<file path="config.mk">
export PLATFORM = sky130hd
export DESIGN_NAME = pattern_event_monitor
export DESIGN_NICKNAME = d
export VERILOG_FILES = /design/src/rtl/seqmon_pkg.sv /design/src/rtl/sat_counter.sv /design/src/rtl/pattern_event_monitor.sv
export SDC_FILE = /design/constraint.sdc
export NUM_CORES = 1
export LEC_CHECK = 0
export CORE_MARGIN = 2
export CORE_UTILIZATION = 40
export DETAILED_ROUTE_END_ITERATION = 10
export PLACE_DENSITY = 0.74
export SETUP_SLACK_MARGIN = 0.4
export SLEW_MARGIN = 10
export SYNTH_ARGS = -nofsm -noshare
export SYNTH_HDL_FRONTEND = slang
export SYNTH_HIERARCHICAL = 1
export SYNTH_SLANG_ARGS = --single-unit
</file>
<file path="constraint.sdc">
create_clock -name clk -period 2.3 [get_ports clk]
set_input_delay 0.69 -clock clk [delete_from_list [all_inputs] [get_ports clk]]
set_output_delay 0.69 -clock clk [all_outputs]
set_load 0.02 [all_outputs]
</file>
<file path="src/rtl/seqmon_pkg.sv">
// seqmon_pkg: shared state encodings and sizing helpers for the pattern event monitor
package seqmon_pkg;
  typedef logic [1:0] state_t;
  localparam state_t IDLE  = 2'd0;
  localparam state_t ARMED = 2'd1;
  localparam state_t ALARM = 2'd2;
  localparam int WCNT_W = 8;
  function automatic int win_w(input int len);
    return $clog2(len);
  endfunction
endpackage

</file>
<file path="src/rtl/sat_counter.sv">
// sat_counter: saturating up-counter with clear priority over increment
module sat_counter #(
  parameter int W = 8
) (
  input  logic         clk,
  input  logic         rst,
  input  logic         inc,
  input  logic         clr,
  output logic [W-1:0] value
);
  always_ff @(posedge clk) begin
    if (rst || clr) value <= '0;
    else if (inc && value != '1) value <= value + 1'b1;
  end
endmodule

</file>
<file path="src/rtl/pattern_event_monitor.sv">
// pattern_event_monitor: rising-edge event counter with windowed sticky alarm
module pattern_event_monitor
  import seqmon_pkg::*;
#(
  parameter int CNT_W   = 8,
  parameter int WIN_LEN = 16,
  parameter int THRESH  = 3
) (
  input  logic              clk,
  input  logic              rst,
  input  logic              pattern_found,
  input  logic              alarm_ack,
  input  logic              clear,
  output logic [CNT_W-1:0]  total_count,
  output logic [WCNT_W-1:0] window_count,
  output logic              alarm,
  output logic [1:0]        state
);
  localparam int TW = win_w(WIN_LEN);
  localparam logic [TW-1:0] LAST = TW'(WIN_LEN - 1);
  localparam logic [WCNT_W-1:0] TH = WCNT_W'(THRESH);
  logic pf_q;
  logic [TW-1:0] timer;
  logic event_w;
  logic [TW-1:0] timer_nxt;
  logic [WCNT_W-1:0] wc_nxt;
  always_comb begin
    event_w   = pattern_found & ~pf_q;
    timer_nxt = timer + 1'b1;
    wc_nxt    = window_count + 1'b1;
  end
  sat_counter #(.W(CNT_W)) u_total (
    .clk(clk), .rst(rst), .inc(event_w), .clr(clear), .value(total_count)
  );
  // timer_nxt is the edge offset from the window's first event, so the window spans WIN_LEN edges
  always_ff @(posedge clk) begin
    if (rst) begin
      pf_q         <= 1'b0;
      state        <= IDLE;
      timer        <= '0;
      window_count <= '0;
      alarm        <= 1'b0;
    end else begin
      pf_q <= pattern_found;
      if (state == IDLE) begin
        timer        <= '0;
        window_count <= event_w ? WCNT_W'(1) : '0;
        if (event_w) begin
          state <= (THRESH == 1) ? ALARM : ARMED;
          alarm <= (THRESH == 1);
        end
      end else if (state == ARMED) begin
        timer <= timer_nxt;
        if (event_w) window_count <= wc_nxt;
        if (event_w && wc_nxt == TH) begin
          state <= ALARM;
          alarm <= 1'b1;
        end else if (timer_nxt == LAST) begin
          state        <= IDLE;
          timer        <= '0;
          window_count <= '0;
        end
      end else if (state == ALARM) begin
        if (alarm_ack) begin
          state        <= IDLE;
          timer        <= '0;
          window_count <= '0;
          alarm        <= 1'b0;
        end
      end else begin
        state        <= IDLE;
        timer        <= '0;
        window_count <= '0;
        alarm        <= 1'b0;
      end
    end
  end
endmodule

</file>
== Yosys cells after proc, flatten, opt, wreduce, memory -nomap -nowiden ==
Index checks and enable logic that the tools add are counted.
Storage, ports and cells
  output and inout bits: 19
  bits in registers: 24
  input bits: 5
  word-level logic and storage cells: 54
Operators by class
  multiplexer cells: 26
  bitwise operators: 2
  $add $sub $neg: 3
  equality and inequality tests: 10
  reduce and logical (&&, ||, !) cells: 7
Operators with widths (count)
  8-bit two-way mux: 7
  4-bit two-way mux: 5
  8-bit by 1-bit adder with 8-bit output (second input constant): 2
  2-bit two-way mux: 7
  8-bit by 2-bit equality test with 1-bit output (second input constant): 1
  8-bit inequality test (second input constant): 1
  1-bit two-way mux: 7
  3-bit AND reduction: 2
  4-bit by 1-bit adder with 4-bit output (second input constant): 1
  4-bit equality test (second input constant): 1
  4-bit by 2-bit inequality test with 1-bit output (second input constant): 1
  4-bit inequality test (second input constant): 1
  3-bit by 2-bit inequality test with 1-bit output (second input constant): 1
  3-bit inequality test (second input constant): 1
  2-bit by 1-bit equality test with 1-bit output (second input constant): 1
  2-bit equality test (second input constant): 1
  1-bit logical AND: 2
  2-bit zero test: 1
  2-bit inequality test (second input constant): 1
  2-bit OR reduction: 1
  1-bit bitwise AND: 1
  1-bit logical OR: 1
  1-bit inverter: 1

== Depth between registers and ports, before layout ==
  depth in word-level cells: 7
  depth in mapped cells: 9

== By module ==
The synthesis kept the hierarchy.
By module, submodules not included
  pattern_event_monitor: instances 1, cells an instance 120, area an instance 1027.2 um2, sequential area each 320.3 um2
  sat_counter: instances 1, cells an instance 48, area an instance 421.7 um2, sequential area each 160.2 um2

== Worst setup path after synthesis ==
Ideal clock, no wire load.
  path type: input -> register
  start point: input pattern_found
  end point: register window_count[5]
  buffers on the path: 1
  stages on the path: 8
  arrival: 1.943 ns
  library setup time: 0.093 ns
  setup slack: 0.264 ns
  path through: nand2b_4 inv_2 o211ai_1 or3_1 o32ai_2 buf_6 nand2_4 o311ai_2
Between the ends
  word-level cells in the longest chain between the ends: 6
RTL lines
  start, declared: line pattern_event_monitor.sv:11  | input logic pattern_found,
  1-bit bitwise AND (*): line pattern_event_monitor.sv:28  | event_w = pattern_found & ~pf_q;
  via event_w: line pattern_event_monitor.sv:24  | logic event_w;
  8-bit two-way mux: line pattern_event_monitor.sv:54  | if (event_w) window_count <= wc_nxt;
  8-bit two-way mux: line pattern_event_monitor.sv:58  | end else if (timer_nxt == LAST) begin
  8-bit two-way mux (*): line pattern_event_monitor.sv:55  | if (event_w && wc_nxt == TH) begin
  8-bit two-way mux (*): line pattern_event_monitor.sv:52  | end else if (state == ARMED) begin
  8-bit two-way mux (*): line pattern_event_monitor.sv:45  | if (state == IDLE) begin
  end signal, assigned: line pattern_event_monitor.sv:47  | window_count <= event_w ? WCNT_W'(1) : '0;
  end signal, assigned: line pattern_event_monitor.sv:54
  end, declared: line pattern_event_monitor.sv:15  | output logic [WCNT_W-1:0] window_count,
The timed path passes the listed nets; every way through them passes the cells marked *.
A chain may end at the register's enable or synchronous reset.

== Final worst setup path ==
  start point: register window_count[0]
  end point: register window_count[4]
Between the ends
  word-level cells in the longest chain between the ends: 6
RTL lines
  8-bit by 1-bit adder with 8-bit output (*): line pattern_event_monitor.sv:30  | wc_nxt = window_count + 1'b1;
  8-bit by 2-bit equality test with 1-bit output / 8-bit two-way mux (equally long branches): line pattern_event_monitor.sv:55, pattern_event_monitor.sv:54
  1-bit logical AND / 8-bit two-way mux (equally long branches): line pattern_event_monitor.sv:55, pattern_event_monitor.sv:58
  8-bit two-way mux (*): line pattern_event_monitor.sv:55
  8-bit two-way mux (*): line pattern_event_monitor.sv:52
  8-bit two-way mux (*): line pattern_event_monitor.sv:45
Every way passes the cells marked *; elsewhere a longest branch is shown, timed or not.

==> impl_metrics.env <==
export IMPL_cp_slowest_stage_delay_ns=0.36
export IMPL_outcome="completed"
export IMPL_combPwrFrac=0.165
export IMPL_numCtsBuffers=3
export IMPL_drive_above_1_share=0.341
export IMPL_cts_tree="done"
export IMPL_viasPerCell=5.49
export IMPL_tightest_slew_ns=0.496
export IMPL_ys_types=56
export IMPL_first_pass_iters=4
export IMPL_skew_ns=0.00976
export IMPL_synth_async_sr_flop_share=0
export IMPL_setup_viol=0
export IMPL_drc_errors=0
export IMPL_cts_htree_levels=1
export IMPL_cp_slowest_cell="dfxtp_2"
export IMPL_crit_chain="buf_6 > buf_6 > a211o_1 > a21oi_2 > nor2_4 > o32ai_4 > buf_4 > buf_6 > a21oi_1 > a31oi_1"
export IMPL_cts_buffer_depth=2
export IMPL_netlist_area_sq_um=1450
export IMPL_p_sw_frac=0.260
export IMPL_grt_max_degree=17
export IMPL_synth_seq_area_share=0.332
export IMPL_finalMaxSlewViolations=0
export IMPL_die_area_sq_um=4120
export IMPL_hpwl_mm=2.28
export IMPL_fin_ws_ns=0.308
export IMPL_clkSlewWorstSetupHoldPaths_ns=0.14
export IMPL_final_common_cell="buf_4"
export IMPL_pre_cts_ws_ns=-0.203
export IMPL_power_switching_uw=204
export IMPL_arrival_ns=2.24
export IMPL_cp_end_kind="register"
export IMPL_whs_path_depth=2
export IMPL_cts_root_buf="clkbuf_4"
export IMPL_fin_crit_sh=0.866
export IMPL_antenna_found_initial=0
export IMPL_place_gp_congestion=0.771
export IMPL_multi_input_area_sq_um=1000
export IMPL_rows=21
export IMPL_syn_to_final_growth_pct=41.1
export IMPL_nFillCells=286
export IMPL_detail_route_antenna_nets=0
export IMPL_grt_util_all_layers=0.165
export IMPL_die_h_um=64.2
export IMPL_max_slew_margin=0.666
export IMPL_syn_area_per_cell_sq_um=8.62
export IMPL_ys_ff_latch=24
export IMPL_grt_pass1_vias=1198
export IMPL_min_period_ns=1.99
export IMPL_port_buffer_count=23
export IMPL_cp_top_family="compound AO/OA/AOI/OAI gates"
export IMPL_power_internal_uw=579
export IMPL_drt_total_wl_mm=3.74
export IMPL_antennaDiodeCount=0
export IMPL_cap_violations=0
export IMPL_rr_worst_depth=10
export IMPL_clkPwrFrac=0.291
export IMPL_grt_setup_unrepaired="yes"
export IMPL_num_vias=1410
export IMPL_seqPwrFrac=0.544
export IMPL_pwr_density_cell_nw_per_um2=383
export IMPL_p_leak_nw=0.916
export IMPL_grt_first_pass_wirelength_mm=5.47
export IMPL_start_kind="register"
export IMPL_synth_cells=168
export IMPL_hp_class="register to register"
export IMPL_drt_initial_drc_count=62
export IMPL_layout_common_cells="buf_4 (18), dlygate4sd2_1 (17), dfxtp_1 (15)"
export IMPL_initial_core_util=0.424
export IMPL_hold_violations=0
export IMPL_ios=24
export IMPL_wire_per_inst_um=14.6
export IMPL_crit_top_cell="buf_6"
export IMPL_synth_edff_count=0
export IMPL_holdWs_ns=0.504
export IMPL_syn_nets=178
export IMPL_path_class="register to register"
export IMPL_die_w_um=64.2
export IMPL_vdd_ir_drop_worst_mv=0.396
export IMPL_clock_latency_ns=0.32
export IMPL_yosysWarningCount=6
export IMPL_core_area_sq_um=3420
export IMPL_cts_sinks=24
export IMPL_ff_latch_area_sq_um=497
export IMPL_final_nets=222
export IMPL_clock_fmax_mhz=502
export IMPL_ys_flop_type="dfxtp_1"
export IMPL_path_max_fanout=6
export IMPL_cp_num_buf_inv=4
export IMPL_grt_overflow=0
export IMPL_cts_hold_buf=0
export IMPL_cp_depth=10
export IMPL_crit_required_ns=2.55
## routing by layer
layer	up-vias	wire [um]	global-route usage
li1	706	-	-
met1	676	1820	0.231
met2	22	1780	0.266
met3	6	91	0.0229
met4	0	53	0.0479
met5	-	0	0
## what timing repair did
| item | CTS | global route |
|---|---|---|
| gates cloned | 1 | 0 |
| buffers inserted | 6 | 3 |
| setup endpoints to repair | 34 | 18 |
| pin swaps | 6 | 13 |
| resized for setup | 40 | 29 |
## area by class of cell
class / instances / share of cell area
inverters: 8 / 0.0171
well taps: 46 / 0.0282
repair buffers: 48 / 0.203
flip-flops and latches: 24 / 0.243
multi-input cells: 127 / 0.491
clock buffers: 4 / 0.0177
## stage by stage
step	instance area [sq um]	util	TNS (ns)	total power, mW	std cells
after CTS	1890	0.553	0	0.773	254
after global placement	1780	0.522	-1.60	0.535	243
after global routing	2040	0.599	0	0.812	257
after detailed placement	1780	0.522	-1.80	0.536	243
after floorplan	1450	-	0	0.497	168
final	2040	0.599	0	0.783	257
## Yosys cell counts (all sizes together) (4+ instances only)
cell	instances	area, sq um
a31oi	4	31.3
nand4	6	43.8
nand2	13	56.3
nor2	11	41.3
or3	4	26.3
ha	5	62.6
a21oi	17	85.1
o21ai	4	20.0
dfxtp	24	480
inv	8	30.0
nand3	5	25.0
nand2b	4	32.5
buf	6	55.1
mux2i	5	50.1
## cell families after synthesis
group / count (synthesis) / synth area share
DFF: 24 / 0.332
AOI/OAI and AO/OA: 45 / 0.224
and+or+nand+nor: 71 / 0.294
muxes: 5 / 0.0345
buffers and inverters: 17 / 0.0674
xor gates and xnor gates: 1 / 0.00605
adders and majority gates: 5 / 0.0432
## registers in the layout, indices dropped and copies added, names as in the netlist
register,flops
window_count,8
u_total/value,8
state,2
alarm,1
pf_q,1
timer,4
## power groups by stage
stage | clock (mW) | combinational (mW) | sequential [mW]
after global routing | 0.248 | 0.138 | 0.426
after detailed placement | 0 | 0.0996 | 0.436
after floorplan | 0 | 0.0562 | 0.441
final | 0.228 | 0.129 | 0.425
after global placement | 0 | 0.0990 | 0.436
after CTS | 0.236 | 0.110 | 0.427
## path summary, 6_finish.rpt
check / slack [ns] / endpoint / start
setup reg to reg: 0.31 / window_count[4]$_SDFFE_PP0P_ / window_count[0]$_SDFFE_PP0P_
hold / removal: 0.50 / u_total/value[1]$_SDFFE_PP0P_ / u_total/value[1]$_SDFFE_PP0P_
setup / recovery: 0.31 / window_count[4]$_SDFFE_PP0P_ / window_count[0]$_SDFFE_PP0P_
hold reg to reg: 0.50 / u_total/value[1]$_SDFFE_PP0P_ / u_total/value[1]$_SDFFE_PP0P_
## worst reg2reg max path: stages (launching register included)
cell and delay [ns]:
dfxtp_2 0.36, buf_6 0.14, buf_6 0.12, a211o_1 0.26, a21oi_2 0.21, nor2_4 0.09
o32ai_4 0.29, buf_4 0.16, buf_6 0.10, a21oi_1 0.05, a31oi_1 0.13
No activity file was read; power rests on OpenSTA's default activity.
